==> config.mk <==
export PLATFORM = sky130hd
export DESIGN_NAME = nibble_serial_adder_ctrl_flat
export DESIGN_NICKNAME = d
export VERILOG_FILES = /design/src/rtl/nibble_serial_adder_ctrl_if.sv /design/src/rtl/nibble_serial_adder_ctrl.sv /design/src/flat_wrapper.sv
export SDC_FILE = /design/constraint.sdc
export NUM_CORES = 1
export LEC_CHECK = 0
export ABC_AREA = 1
export CAP_MARGIN = 20
export CORE_MARGIN = 10
export CORE_UTILIZATION = 50
export CTS_BUF_LIST = sky130_fd_sc_hd__clkbuf_8 sky130_fd_sc_hd__clkbuf_16
export DETAILED_ROUTE_END_ITERATION = 8
export PLACE_DENSITY = 0.79
export SETUP_SLACK_MARGIN = 0.05
export SLEW_MARGIN = 20
export SYNTH_ARGS = -nofsm -noshare
export SYNTH_HDL_FRONTEND = slang
export SYNTH_SLANG_ARGS = --single-unit
export TNS_END_PERCENT = 100
==> constraint.sdc <==
create_clock -name clk -period 2.5 [get_ports clk]
set_input_delay 0.375 -clock clk [delete_from_list [all_inputs] [get_ports clk]]
set_output_delay 0.375 -clock clk [all_outputs]
set_load 0.01 [all_outputs]
==> src/rtl/nibble_serial_adder_ctrl_if.sv <==
// rtl/nibble_serial_adder_ctrl_if.sv - start/done request bus for the nibble-serial adder.
// The sub signal exists only when SUBTRACT_EN is defined.
interface nibble_serial_adder_ctrl_if #(
    parameter int NIBBLES = 4
);
    localparam int W = 4 * NIBBLES;

    logic         start;
    logic [W-1:0] a;
    logic [W-1:0] b;
    logic         cin;
`ifdef SUBTRACT_EN
    logic         sub;
`endif
    logic         busy;
    logic         done;
    logic [W-1:0] sum;
    logic         cout;
    logic         ovf;

    modport master (
        output start, a, b, cin,
`ifdef SUBTRACT_EN
        output sub,
`endif
        input  busy, done, sum, cout, ovf
    );

    modport slave (
        input  start, a, b, cin,
`ifdef SUBTRACT_EN
        input  sub,
`endif
        output busy, done, sum, cout, ovf
    );
endinterface

==> src/rtl/nibble_serial_adder_ctrl.sv <==
// rtl/nibble_serial_adder_ctrl.sv - W-bit add on one 4-bit slice, one nibble per clock, LSB first.
// Optional SUBTRACT_EN macro adds a sub select (a - b via ~b and forced carry-in).
module nibble_serial_adder_ctrl #(
    parameter int NIBBLES = 4
) (
    input  logic                        clk,
    input  logic                        rst,
    nibble_serial_adder_ctrl_if.slave   bus
);
    localparam int W  = 4 * NIBBLES;
    localparam int IW = (NIBBLES > 1) ? $clog2(NIBBLES) : 1;

    typedef enum logic {IDLE = 1'b0, RUN = 1'b1} state_t;

    state_t          state_q, state_d;
    logic [W-1:0]    a_q, a_d;
    logic [W-1:0]    b_q, b_d;
    logic [W-1:0]    sum_q, sum_d;
    logic [IW-1:0]   idx_q, idx_d;
    logic            carry_q, carry_d;
    logic            cout_q, cout_d;
    logic            ovf_q, ovf_d;
    logic            done_q, done_d;

    logic            sub_sel;
    logic [W-1:0]    b_in;
    logic            c_in;
    logic [4:0]      nib_sum;
    logic            last;

`ifdef SUBTRACT_EN
    assign sub_sel = bus.sub;
`else
    assign sub_sel = 1'b0;
`endif

    assign b_in = sub_sel ? ~bus.b : bus.b;
    assign c_in = sub_sel ? 1'b1 : bus.cin;

    // Operand registers shift right each cycle, so the active nibble is always [3:0].
    assign nib_sum = {1'b0, a_q[3:0]} + {1'b0, b_q[3:0]} + {4'b0000, carry_q};
    assign last    = (idx_q == IW'(NIBBLES - 1));

    always_ff @(posedge clk or posedge rst) begin
        if (rst) begin
            state_q <= IDLE;
            a_q     <= '0;
            b_q     <= '0;
            sum_q   <= '0;
            idx_q   <= '0;
            carry_q <= 1'b0;
            cout_q  <= 1'b0;
            ovf_q   <= 1'b0;
            done_q  <= 1'b0;
        end else begin
            state_q <= state_d;
            a_q     <= a_d;
            b_q     <= b_d;
            sum_q   <= sum_d;
            idx_q   <= idx_d;
            carry_q <= carry_d;
            cout_q  <= cout_d;
            ovf_q   <= ovf_d;
            done_q  <= done_d;
        end
    end

    always_comb begin
        state_d = state_q;
        case (state_q)
            IDLE:    if (bus.start) state_d = RUN;
            RUN:     if (last)      state_d = IDLE;
            default: state_d = IDLE;
        endcase
    end

    always_comb begin
        a_d     = a_q;
        b_d     = b_q;
        sum_d   = sum_q;
        idx_d   = idx_q;
        carry_d = carry_q;
        cout_d  = cout_q;
        ovf_d   = ovf_q;
        done_d  = 1'b0;
        if (state_q == IDLE && bus.start) begin
            a_d     = bus.a;
            b_d     = b_in;
            carry_d = c_in;
            idx_d   = '0;
            sum_d   = '0;
        end else if (state_q == RUN) begin
            a_d     = a_q >> 4;
            b_d     = b_q >> 4;
            carry_d = nib_sum[4];
            idx_d   = last ? '0 : idx_q + IW'(1);
            for (int n = 0; n < NIBBLES; n++) begin
                if (idx_q == IW'(n)) sum_d[4*n +: 4] = nib_sum[3:0];
            end
            if (last) begin
                cout_d = nib_sum[4];
                ovf_d  = (a_q[3] == b_q[3]) && (nib_sum[3] != a_q[3]);
                done_d = 1'b1;
            end
        end
    end

    always_comb begin
        bus.busy = (state_q == RUN);
        bus.done = done_q;
        bus.sum  = sum_q;
        bus.cout = cout_q;
        bus.ovf  = ovf_q;
    end
endmodule

==> src/flat_wrapper.sv <==
// flat-port wrapper written by rule: the top's interface ports become plain ports
module nibble_serial_adder_ctrl_flat 
#(
    parameter int NIBBLES = 4
)
  (clk, rst, bus_start, bus_a, bus_b, bus_cin, bus_busy, bus_done, bus_sum, bus_cout, bus_ovf);
  nibble_serial_adder_ctrl_if #(.NIBBLES(NIBBLES)) bus_i ();
  input  logic clk;
  input  logic rst;
  input wire logic [$bits(bus_i.start)-1:0] bus_start;
  input wire logic [$bits(bus_i.a)-1:0] bus_a;
  input wire logic [$bits(bus_i.b)-1:0] bus_b;
  input wire logic [$bits(bus_i.cin)-1:0] bus_cin;
  output wire logic [$bits(bus_i.busy)-1:0] bus_busy;
  output wire logic [$bits(bus_i.done)-1:0] bus_done;
  output wire logic [$bits(bus_i.sum)-1:0] bus_sum;
  output wire logic [$bits(bus_i.cout)-1:0] bus_cout;
  output wire logic [$bits(bus_i.ovf)-1:0] bus_ovf;
  assign bus_i.start = bus_start;
  assign bus_i.a = bus_a;
  assign bus_i.b = bus_b;
  assign bus_i.cin = bus_cin;
  assign bus_busy = bus_i.busy;
  assign bus_done = bus_i.done;
  assign bus_sum = bus_i.sum;
  assign bus_cout = bus_i.cout;
  assign bus_ovf = bus_i.ovf;
  nibble_serial_adder_ctrl #(.NIBBLES(NIBBLES)) u_core (.clk(clk), .rst(rst), .bus(bus_i));
endmodule
* Word-level counts from Yosys, hierarchy flattened
Cells that the tools add are included.
** Cells by class
- $add $sub $neg :: 3
- $mul :: 0
- Div/mod/pow operators :: 0
- Order comparisons :: 0
- Equality and inequality tests :: 5
- Shift operators :: 0
- Muxes and demuxes :: 21
- Bitwise gates (word level) :: 2
- Reductions and logical operators :: 13
** Operators with widths (count)
- $mux W16 :: 6
- $mux W4 :: 4
- $reduce_bool A2 Y1 :: 5
- $reduce_and A2 Y1 :: 4
- $mux W1 :: 7
- $mux W2 :: 3
- $add A4 B4 Y5 :: 1
- $add A5 B1 Y5 :: 1
- $eq A2 B2 Y1 const B :: 2
- $reduce_and A3 Y1 :: 1
- $add A2 B1 Y2 const B :: 1
- $eq A2 B1 Y1 const B :: 1
- $logic_and A1 B1 Y1 :: 2
- $logic_not A2 Y1 :: 1
- $not A1 Y1 :: 2
- $pmux W1 S2 :: 1
- $eq A1 B1 Y1 :: 1
- $ne A1 B1 Y1 :: 1
** Word-level totals
- Register bits :: 55
- Bits in latches :: 0
- Memory bits (writable) :: 0
- Memory bits (read-only) :: 0
- Input port bits :: 36
- Word-level logic and storage cells :: 56
- Memories :: 0

* Logic depth before layout (Yosys ltp)
Gate-level depths: netlist of the first run.
- Depth after elaboration :: 5
- Gate-level depth with buffers :: 7

* Worst setup path after synthesis of the first run
OpenSTA, ideal clock, no wires.
- Kind :: reg-to-reg
- From :: register u_core.carry_q
- To :: register u_core.cout_q (netlist: u_core.bus.cout)
- Arrival :: 1.605 ns
- Data required time :: 2.370 ns
- Path slack :: 0.765 ns
- Stages on the path, launching flop included :: 6
- Cell sequence :: dfrtp_1 > fa_1 > fa_1 > a21o_1 > a21oi_1 > o21ai_0
** Between the ends
- Word-level cells in the longest chain between the ends :: 1
** RTL lines
- start: declaration :: RTL line nibble_serial_adder_ctrl.sv:20 : logic carry_q, carry_d;
- start signal: assignment :: RTL line nibble_serial_adder_ctrl.sv:61 : carry_q <= carry_d;
- $add A5 B1 Y5 :: RTL line nibble_serial_adder_ctrl.sv:41 : assign nib_sum = {1'b0, a_q[3:0]} + {1'b0, b_q[3:0]} + {4'b0000, carry_q};
- end signal: assignment :: RTL line nibble_serial_adder_ctrl.sv:62 : cout_q <= cout_d;
- end: declaration :: RTL line nibble_serial_adder_ctrl.sv:21 : logic cout_q, cout_d;
No other way between the ends.
A chain may end at the register's enable or synchronous reset.

* Worst setup path after layout of the first run
- From :: register u_core.state_q (netlist: u_core.bus.busy)
- To :: output bus_busy
** RTL lines
- start: declaration :: RTL line nibble_serial_adder_ctrl.sv:15 : state_t state_q, state_d;
- start signal: assignment :: RTL line nibble_serial_adder_ctrl.sv:56 : state_q <= state_d;
- end: declaration :: RTL line flat_wrapper.sv:14 : output wire logic [$bits(bus_i.busy)-1:0] bus_busy;
No word-level cell between the ends.

==> impl_metrics.py, run 1 <==
metrics = {
    "sta": {
        "relSlewSlack": 0.482,
        "worst_slack_ns": 0.440,
        "finalSetupViolCount": 0,
        "period_share": 0.824,
        "max_freq_mhz": 486,
        "timing.final.crit_period_ns": 2.06,
        "fin_skew_ns": 0.00509,
        "rsz0062_at_grt": "no",
        "final_max_slew_viol_count": 0,
        "hold_violations": 0,
        "fin_setup_tns_ns": 0,
        "tightestPinTransition_ns": 0.776,
    },
    "setup_path": {
        "arrival_ns": 1.68,
        "startpoint": "u_core.bus.busy",
        "crit_end": "bus_busy",
        "path_depth": 1,
        "cp-end-kind": "output pin",
        "timing.rr.start": "u_core.carry_q",
        "r2r_end": "u_core.bus.cout",
        "cp-start-kind": "flop",
        "cp_max_fo": 7,
        "critical_path.cell_chain": "clkdlybuf4s50_1",
        "path_buf_inv": 1,
        "slowest_delay_ns": 0.72,
        "worstPathRequired_ns": 2.12,
        "ff2ff_path_depth": 5,
        "crit_family": "flip-flops",
        "cp_slowest_cell": "dfrtp_1",
        "critical_path_class": "flop to output pin",
        "rrSetupSlack_ns": 0.62,
    },
    "logic_synthesis": {
        "synth-seq-cells": 55,
        "async_flop_share": 1.00,
        "syn_area_um2": 2490,
        "synth_fp_nets": 315,
        "yosysUniqueCellTypes": 23,
        "synthCells": 270,
        "avgSynthCellArea_um2": 9.23,
        "synthFlopType": "dfrtp_1",
        "ys_seq_area_frac": 0.552,
        "synth_edf_count": 0,
        "ys_warn_count": 0,
    },
    "place": {
        "hpwl_um": 4050,
        "dpl_cell_area_um2": 3110,
        "place_congestion": 0.837,
        "portBuffers": 55,
        "place_ws_ns": 0.624,
    },
    "run": {
        "maxCapViolCount": 0,
    },
    "status": {
        "run_status": "finished clean",
    },
    "floorplanning": {
        "initial_utilization": 0.521,
        "dieArea_um2": 8210,
        "pin_count": 56,
        "core_um2": 4790,
        "row_count": 25,
        "die-width_um": 90.6,
        "die_h_um": 90.6,
    },
    "global_routing": {
        "grtUsageTotal": 0.132,
        "overflow": 0,
        "grt_pass1_wl_um": 9150,
        "grt_pass1_vias": 1970,
        "grt_max_degree": 39,
        "antenna_found_initial": 0,
    },
    "clock_network": {
        "clock_sinks": 55,
        "path_clk_slew_ns": 0.09,
        "cts_made_buffers": 5,
        "cts-resized-gates": 0,
        "cts_tree": "done",
        "clock-root-buffer": "clkbuf_8",
        "cts_hold_buf": 0,
        "insertion_delay_ns": 0.31,
        "clk_path_buf_depth": 2,
        "h-tree-depth": 2,
        "post_cts_buffers": 0,
    },
    "min_path": {
        "hold_depth": 2,
        "hold_class": "flop to flop",
    },
    "detailed_routing": {
        "drt_pre_antenna_iters": 4,
        "drtIter0Drc": 64,
        "postRouteAntennaNets": 0,
        "wl_um": 5310,
        "drc": 0,
        "wl_per_cell_um": 13.4,
        "viasPerCell": 4.91,
        "num_vias": 1944,
    },
    "final_layout": {
        "fill_cells": 404,
        "num-nets-final": 373,
        "design_area_um2": 3190,
        "final_core_utilization": 0.667,
        "drive_above_1_share": 0.0790,
        "n_antenna_cell": 0,
        "areaGrowthSynthToFinish_pct": 28.1,
    },
    "pwr": {
        "p_per_area_nw_per_um2": 1060,
        "p_sw_frac": 0.397,
        "p_leak_nw": 1.53,
        "power.share.sequential": 0.421,
        "total_power_mw": 3.40,
        "share_comb_of_total_power": 0.439,
        "power_switching_mw": 1.35,
        "pwr-share-clk": 0.141,
        "ir_drop_v": 0.000485,
        "internal-power_mw": 2.05,
    },
}
[power by group through the flow]
stage / logic, mW / clock network [mW] / registers (mW)
3_5_place_dp: 1.50 / 0 / 1.45
3_3_place_gp: 1.46 / 0 / 1.44
6_report: 1.49 / 0.477 / 1.43
2_1_floorplan: 0.943 / 0 / 1.44
5_1_grt: 1.70 / 0.526 / 1.47
4_1_cts: 1.51 / 0.490 / 1.43
[final cells by class]
type | instances | area (µm²) | area share
flip-flops and latches | 55 | 1380 | 0.431
multi-input cells | 174 | 938 | 0.294
repair buffers | 59 | 581 | 0.182
inverters | 33 | 126 | 0.0396
well taps | 67 | 83.8 | 0.0263
clock buffers | 5 | 68.8 | 0.0216
clock inverters | 3 | 16.3 | 0.00510
[flip-flops by register name, indices dropped and copies added, names as in the netlist]
register and count:
u_core.idx_q 2, u_core.bus.cout 1, u_core.bus.done 1, u_core.bus.sum 16
u_core.bus.ovf 1, u_core.a_q 16, u_core.b_q 16, u_core.bus.busy 1
u_core.carry_q 1
[layout by cell type, fill, tap and decap left out]
cell type,synthesis,layout
clkdlybuf4s50_1,0,55
nand4_1,5,5
dfrtp_1,55,55
clkbuf_8,0,5
nand2_1,98,98
nand2_2,1,1
nor2_8,2,2
nor2_1,5,5
nand3_1,11,11
o21ai_1,6,6
a22o_1,1,1
o211ai_1,7,7
o21ai_0,12,12
buf_4,4,4
inv_4,1,1
a21oi_1,4,4
nand2_4,3,3
clkinvlp_4,0,1
inv_2,7,8
fa_1,2,2
a21o_1,1,1
inv_1,25,25
o221ai_1,9,9
clkinv_2,0,1
ha_1,7,7
[worst min-delay path by stage]
stage                       from                 to  slack (ns)
2_1_floorplan      u_core.a_q[4]      u_core.a_q[0]        0.46
3_3_place_gp   u_core.bus.sum[4]  u_core.bus.sum[4]        0.46
3_5_place_dp   u_core.bus.sum[4]  u_core.bus.sum[4]        0.46
4_1_cts        u_core.bus.sum[4]  u_core.bus.sum[4]        0.48
5_1_grt        u_core.bus.sum[5]  u_core.bus.sum[5]        0.50
6_report       u_core.bus.sum[4]  u_core.bus.sum[4]        0.48
[cell families after synthesis]
group                      Yosys count  share of synthesized area
buffers and inverters               41                     0.0708
AOI/OAI and AO/OA                   40                      0.103
adders and majority gates            9                     0.0512
and+or+nand+nor                    125                      0.222
DFF                                 55                      0.552
[tightest hold or removal path, stage by stage, from the launching register on]
cell,delay [ns]
dfrtp_1,0.36
nand2_1,0.05
nand2_1,0.05
[synthesized netlist by cell type, types with 2 or more instances]
cell | number | area share
inv_1 | 25 | 0.038
nor2_1 | 5 | 0.0075
nand3_1 | 11 | 0.022
ha_1 | 7 | 0.035
inv_2 | 7 | 0.011
o221ai_1 | 9 | 0.032
buf_4 | 4 | 0.012
o211ai_1 | 7 | 0.021
nor2_8 | 2 | 0.016
buf_2 | 3 | 0.0060
o21ai_0 | 12 | 0.024
nand2_4 | 3 | 0.014
nand2_1 | 98 | 0.15
o21ai_1 | 6 | 0.012
dfrtp_1 | 55 | 0.55
nand4_1 | 5 | 0.013
fa_1 | 2 | 0.016
a21oi_1 | 4 | 0.0080
[routing by layer]
metal | GRT usage | share of wire
met1 | 0.159 | 0.46
met2 | 0.212 | 0.45
met3 | 0.0499 | 0.071
met4 | 0.0464 | 0.013
met5 | 0 | 0
[through the flow]
stage / std cells / hold WS, ns
after floorplan: 270 / 0.462
after global placement: 388 / 0.459
after detailed placement: 388 / 0.461
after CTS: 396 / 0.484
after global routing: 396 / 0.501
final: 396 / 0.483
No activity file was read; power rests on OpenSTA's default activity.
==> run 2: changes to the inputs <==
==> constraint.sdc (replaced) <==
create_clock -name clk -period 2 [get_ports clk]
set_input_delay 0.3 -clock clk [delete_from_list [all_inputs] [get_ports clk]]
set_output_delay 0.3 -clock clk [all_outputs]
set_load 0.01 [all_outputs]
==> run 2 against run 1 <==
Effect of this change: cell count unchanged; worst setup slack worse by 0.31 ns; final area up 0.78%; highest routed layer unchanged; largest cell class unchanged.
==> impl_metrics.py, run 2 (synthesized netlist as in run 1, its figures left out) <==
metrics = {
    "place": {
        "place_congestion": 0.825,
        "portBuffers": 55,
        "hpwl_um": 4090,
        "dpl_cell_area_um2": 3120,
    },
    "clock_network": {
        "insertion_delay_ns": 0.31,
        "clk_path_buf_depth": 2,
        "cts_hold_buf": 0,
        "cts_made_buffers": 5,
        "clock-root-buffer": "clkbuf_8",
        "h-tree-depth": 2,
        "clock_sinks": 55,
        "cts_tree": "done",
        "path_clk_slew_ns": 0.09,
    },
    "final_layout": {
        "areaGrowthSynthToFinish_pct": 29.1,
        "seqCellArea_um2": 1380,
        "n_antenna_cell": 0,
        "num-nets-final": 373,
        "multi_input_area_um2": 941,
        "drive_above_1_share": 0.0821,
        "fill_cells": 394,
        "final_core_utilization": 0.672,
        "layout_commonest_cell": "nand2_1",
        "layout_common_cells": "nand2_1, clkdlybuf4s50_1, dfrtp_1",
        "design_area_um2": 3220,
    },
    "setup_path": {
        "cp-start-kind": "flop",
        "cp-end-kind": "flop",
        "critical_path_class": "flop to flop",
        "worstPathRequired_ns": 2.25,
        "arrival_ns": 2.12,
        "cp_max_fo": 3,
        "ff2ff_path_depth": 6,
    },
    "pwr": {
        "total_power_mw": 4.32,
        "p_leak_nw": 1.54,
        "p_per_area_nw_per_um2": 1340,
        "ir_drop_v": 0.000612,
    },
    "detailed_routing": {
        "drtIter0Drc": 88,
        "postRouteAntennaNets": 0,
        "viasPerCell": 4.90,
        "drc": 0,
        "num_vias": 1939,
        "wl_per_cell_um": 13.7,
        "drt_pre_antenna_iters": 4,
        "wl_um": 5420,
    },
    "global_routing": {
        "grt_max_degree": 56,
        "grt_pass1_wl_um": 9200,
        "antenna_found_initial": 0,
        "grtUsageTotal": 0.133,
        "grt_pass1_vias": 1981,
        "overflow": 0,
    },
    "floorplanning": {
        "row_count": 25,
        "dieArea_um2": 8210,
        "die-width_um": 90.6,
        "core_um2": 4790,
        "die_h_um": 90.6,
        "initial_utilization": 0.521,
        "pin_count": 56,
    },
    "sta": {
        "fin_skew_ns": 0.00783,
        "final_max_slew_viol_count": 0,
        "relSlewSlack": 0.771,
        "fin_setup_tns_ns": 0,
        "finalSetupViolCount": 0,
        "max_freq_mhz": 535,
        "hold_violations": 0,
        "tightestPinTransition_ns": 0.342,
        "period_share": 0.935,
        "rsz0062_at_grt": "no",
        "timing.final.crit_period_ns": 1.87,
    },
    "run": {
        "maxCapViolCount": 0,
    },
    "min_path": {
        "hold_class": "input port to async pin",
    },
    "status": {
        "run_status": "finished clean",
    },
}
[run 2: cell types whose count changed in the layout (fill, tap and decap cells not counted), sizes merged]
| cell | delta |
|---|---|
| clkbuf | +1 |
| clkinvlp | -1 |
[run 2: layer usage]
metal | vias up | track usage | part of all wire | routed length (µm)
met5 | - | 0 | 0 | 0
met4 | 0 | 0.0398 | 0.013 | 70
met3 | 7 | 0.0474 | 0.071 | 384
met2 | 57 | 0.225 | 0.47 | 2550
met1 | 885 | 0.153 | 0.45 | 2410
li1 | 990 | - | - | -
[run 2: what timing repair did]
item / 4_1_cts / 5_1_grt
gates resized for setup: 0 / 1
setup buffers: 0 / 0
endpoints found under the setup margin: 0 / 1
[run 2: final timing paths]
path / from / endpoint / slack, ns
max: u_core.carry_q / u_core.bus.sum[5] / 0.13
min: rst / u_core.bus.sum[8] / 0.35
max reg2reg: u_core.carry_q / u_core.bus.sum[5] / 0.13
min reg2reg: u_core.bus.sum[0] / u_core.bus.sum[0] / 0.49
max in group asynchronous: rst / u_core.carry_q / 1.41
min in group clk: u_core.bus.sum[0] / u_core.bus.sum[0] / 0.49
[run 2: through the flow]
step / hold WS (ns) / cells / setup WS [ns]
2_1_floorplan: 0.420 / 270 / 0.265
3_3_place_gp: 0.456 / 388 / 0.205
3_5_place_dp: 0.465 / 388 / 0.142
4_1_cts: 0.366 / 396 / 0.137
5_1_grt: 0.394 / 396 / 0.0609
6_report: 0.352 / 396 / 0.129
[run 2: area by class of cell]
class / count / area share
Tap cell: 67 / 0.0261
Clock inverter: 2 / 0.00389
Clock buffer: 6 / 0.0257
Sequential cell: 55 / 0.428
Multi-Input combinational cell: 174 / 0.293
Timing Repair Buffer: 59 / 0.184
Inverter: 33 / 0.0393
[run 2: report_power, final]
group,switching [mW],leakage (nW),total [mW],internal [mW]
clock network,0.356,0.0526,0.635,0.279
registers,0.240,0.724,1.76,1.52
logic,1.11,0.759,1.93,0.816
total,1.71,1.54,4.32,2.62
[run 2: worst max-delay path: stages (launching register included)]
cell and delay [ns]:
dfrtp_1 0.41, fa_1 0.47, fa_2 0.54, inv_1 0.06, nor2_1 0.19, nand2_1 0.09
nand2_1 0.07
==> run 3: changes to the inputs <==
--- a/config.mk
+++ b/config.mk
@@ -7,6 +7,7 @@
 export LEC_CHECK = 0
 export ABC_AREA = 1
 export CAP_MARGIN = 20
+export CORE_ASPECT_RATIO = 0.75
 export CORE_MARGIN = 10
 export CORE_UTILIZATION = 50
 export CTS_BUF_LIST = sky130_fd_sc_hd__clkbuf_8 sky130_fd_sc_hd__clkbuf_16
==> run 3 against run 2 <==
Effect of this change: global-route usage grew 1.6 points; die area grew 0.36%; critical path type unchanged; first-iteration DRC count increased by 73%; non-clock buffer count stayed put; clock skew fell by 0.0024 ns; critical path depth unchanged; worst setup slack got worse by 0.0085 ns; clock-buffer cell count fell by 1; maximum frequency shrank 0.45%; via count is 2.2% higher; clock power down 3.3%; sequential power is 2% higher.
==> impl_metrics.py, run 3 (synthesized netlist as in run 1, its figures left out) <==
metrics = {
    "clock_network": {
        "h-tree-depth": 2,
        "clock-root-buffer": "clkbuf_8",
        "clk_path_buf_depth": 2,
        "cts-resized-gates": 0,
        "clock_sinks": 55,
        "cts_hold_buf": 0,
        "cts_made_buffers": 5,
        "path_clk_slew_ns": 0.10,
        "post_cts_buffers": 0,
        "insertion_delay_ns": 0.30,
        "cts_tree": "done",
    },
    "sta": {
        "final_max_slew_viol_count": 0,
        "timing.final.crit_period_ns": 1.88,
        "fin_setup_tns_ns": 0,
        "max_freq_mhz": 532,
        "fin_skew_ns": 0.00546,
        "worst_slack_ns": 0.121,
        "period_share": 0.940,
        "finalSetupViolCount": 0,
        "tightestPinTransition_ns": 0.339,
        "relSlewSlack": 0.773,
        "hold_violations": 0,
        "hold_slack_ns": 0.356,
        "rsz0062_at_grt": "yes",
    },
    "floorplanning": {
        "row_count": 22,
        "core_um2": 4840,
        "initial_utilization": 0.514,
        "dieArea_um2": 8240,
        "pin_count": 56,
        "die_h_um": 81.1,
        "die-width_um": 102,
    },
    "detailed_routing": {
        "drt_pre_antenna_iters": 4,
        "viasPerCell": 5.09,
        "wl_per_cell_um": 14.6,
        "drtIter0Drc": 152,
        "drc": 0,
        "num_vias": 1981,
        "postRouteAntennaNets": 0,
        "wl_um": 5680,
    },
    "status": {
        "run_status": "finished clean",
    },
    "final_layout": {
        "n_antenna_cell": 0,
        "areaGrowthSynthToFinish_pct": 28.6,
        "final_core_utilization": 0.661,
        "layout_commonest_cell": "nand2_1",
        "layout_common_cells": "nand2_1, clkdlybuf4s50_1, dfrtp_1",
        "drive_above_1_share": 0.0912,
        "num-nets-final": 373,
        "instances_no_fill": 389,
        "design_area_um2": 3200,
    },
    "place": {
        "place_congestion": 0.831,
        "place_ws_ns": 0.127,
        "dpl_cell_area_um2": 3110,
        "dp_cells": 381,
        "portBuffers": 55,
        "hpwl_um": 4250,
    },
    "setup_path": {
        "cp_max_fo": 3,
        "cp-end-kind": "flop",
        "path_buf_inv": 1,
        "critical_path_class": "flop to flop",
        "cp-start-kind": "flop",
        "worst_path_most_repeated_cell": "nand2_1",
        "arrival_ns": 2.13,
        "crit_family": "adder cells",
        "worstPathRequired_ns": 2.25,
        "critical_path.cell_chain": "fa_1 > fa_2 > inv_1 > nor2_1 > nand2_1 > nand2_1",
        "cp_slowest_cell": "fa_2",
        "slowest_delay_ns": 0.54,
        "rrSetupSlack_ns": 0.12,
    },
    "global_routing": {
        "grt_pass1_vias": 2049,
        "grt_pass1_wl_um": 9960,
        "grtUsageTotal": 0.148,
        "antenna_found_initial": 0,
        "grt_max_degree": 56,
        "overflow": 0,
    },
    "run": {
        "maxCapViolCount": 0,
    },
    "pwr": {
        "p_per_area_nw_per_um2": 1360,
        "p_leak_nw": 1.53,
        "ir_drop_v": 0.000784,
        "total_power_mw": 4.34,
    },
    "min_path": {
        "hold_class": "input port to async pin",
    },
}
## run 3: tightest hold or removal path: stages
cell and delay (ns):
clkdlybuf4s50_1 0.41, inv_2 0.07, buf_12 0.27
## run 3: layout make-up
cell class	instances	area, µm²
Clock inverter	3	18.8
Tap cell	60	75.1
Clock buffer	5	68.8
Multi-Input combinational cell	174	945
Timing Repair Buffer	59	593
Sequential cell	55	1380
Fill cell	423	1640
Inverter	33	126
## run 3: final timing paths
check	from	endpoint	depth (start not counted)
setup / recovery	u_core.carry_q	u_core.bus.sum[5]	6
min in group clk	u_core.bus.sum[8]	u_core.bus.sum[8]	2
setup reg to reg	u_core.carry_q	u_core.bus.sum[5]	6
max in group asynchronous	rst	u_core.bus.busy	3
hold / removal	rst	u_core.a_q[9]	3
hold reg to reg	u_core.bus.sum[8]	u_core.bus.sum[8]	2
## run 3: routing by layer
| metal | part of all wire | GRT usage | up-vias |
|---|---|---|---|
| li1 | - | - | 981 |
| met1 | 0.47 | 0.201 | 954 |
| met3 | 0.055 | 0.0399 | 4 |
| met4 | 0.0033 | 0.0236 | 0 |
| met2 | 0.47 | 0.238 | 42 |
| met5 | 0 | 0 | - |
## run 3: where the power goes
group	total (mW)	internal (mW)	switching, mW
registers	1.80	1.52	0.275
clock network	0.614	0.248	0.366
logic	1.93	0.826	1.11
total	4.34	2.60	1.75
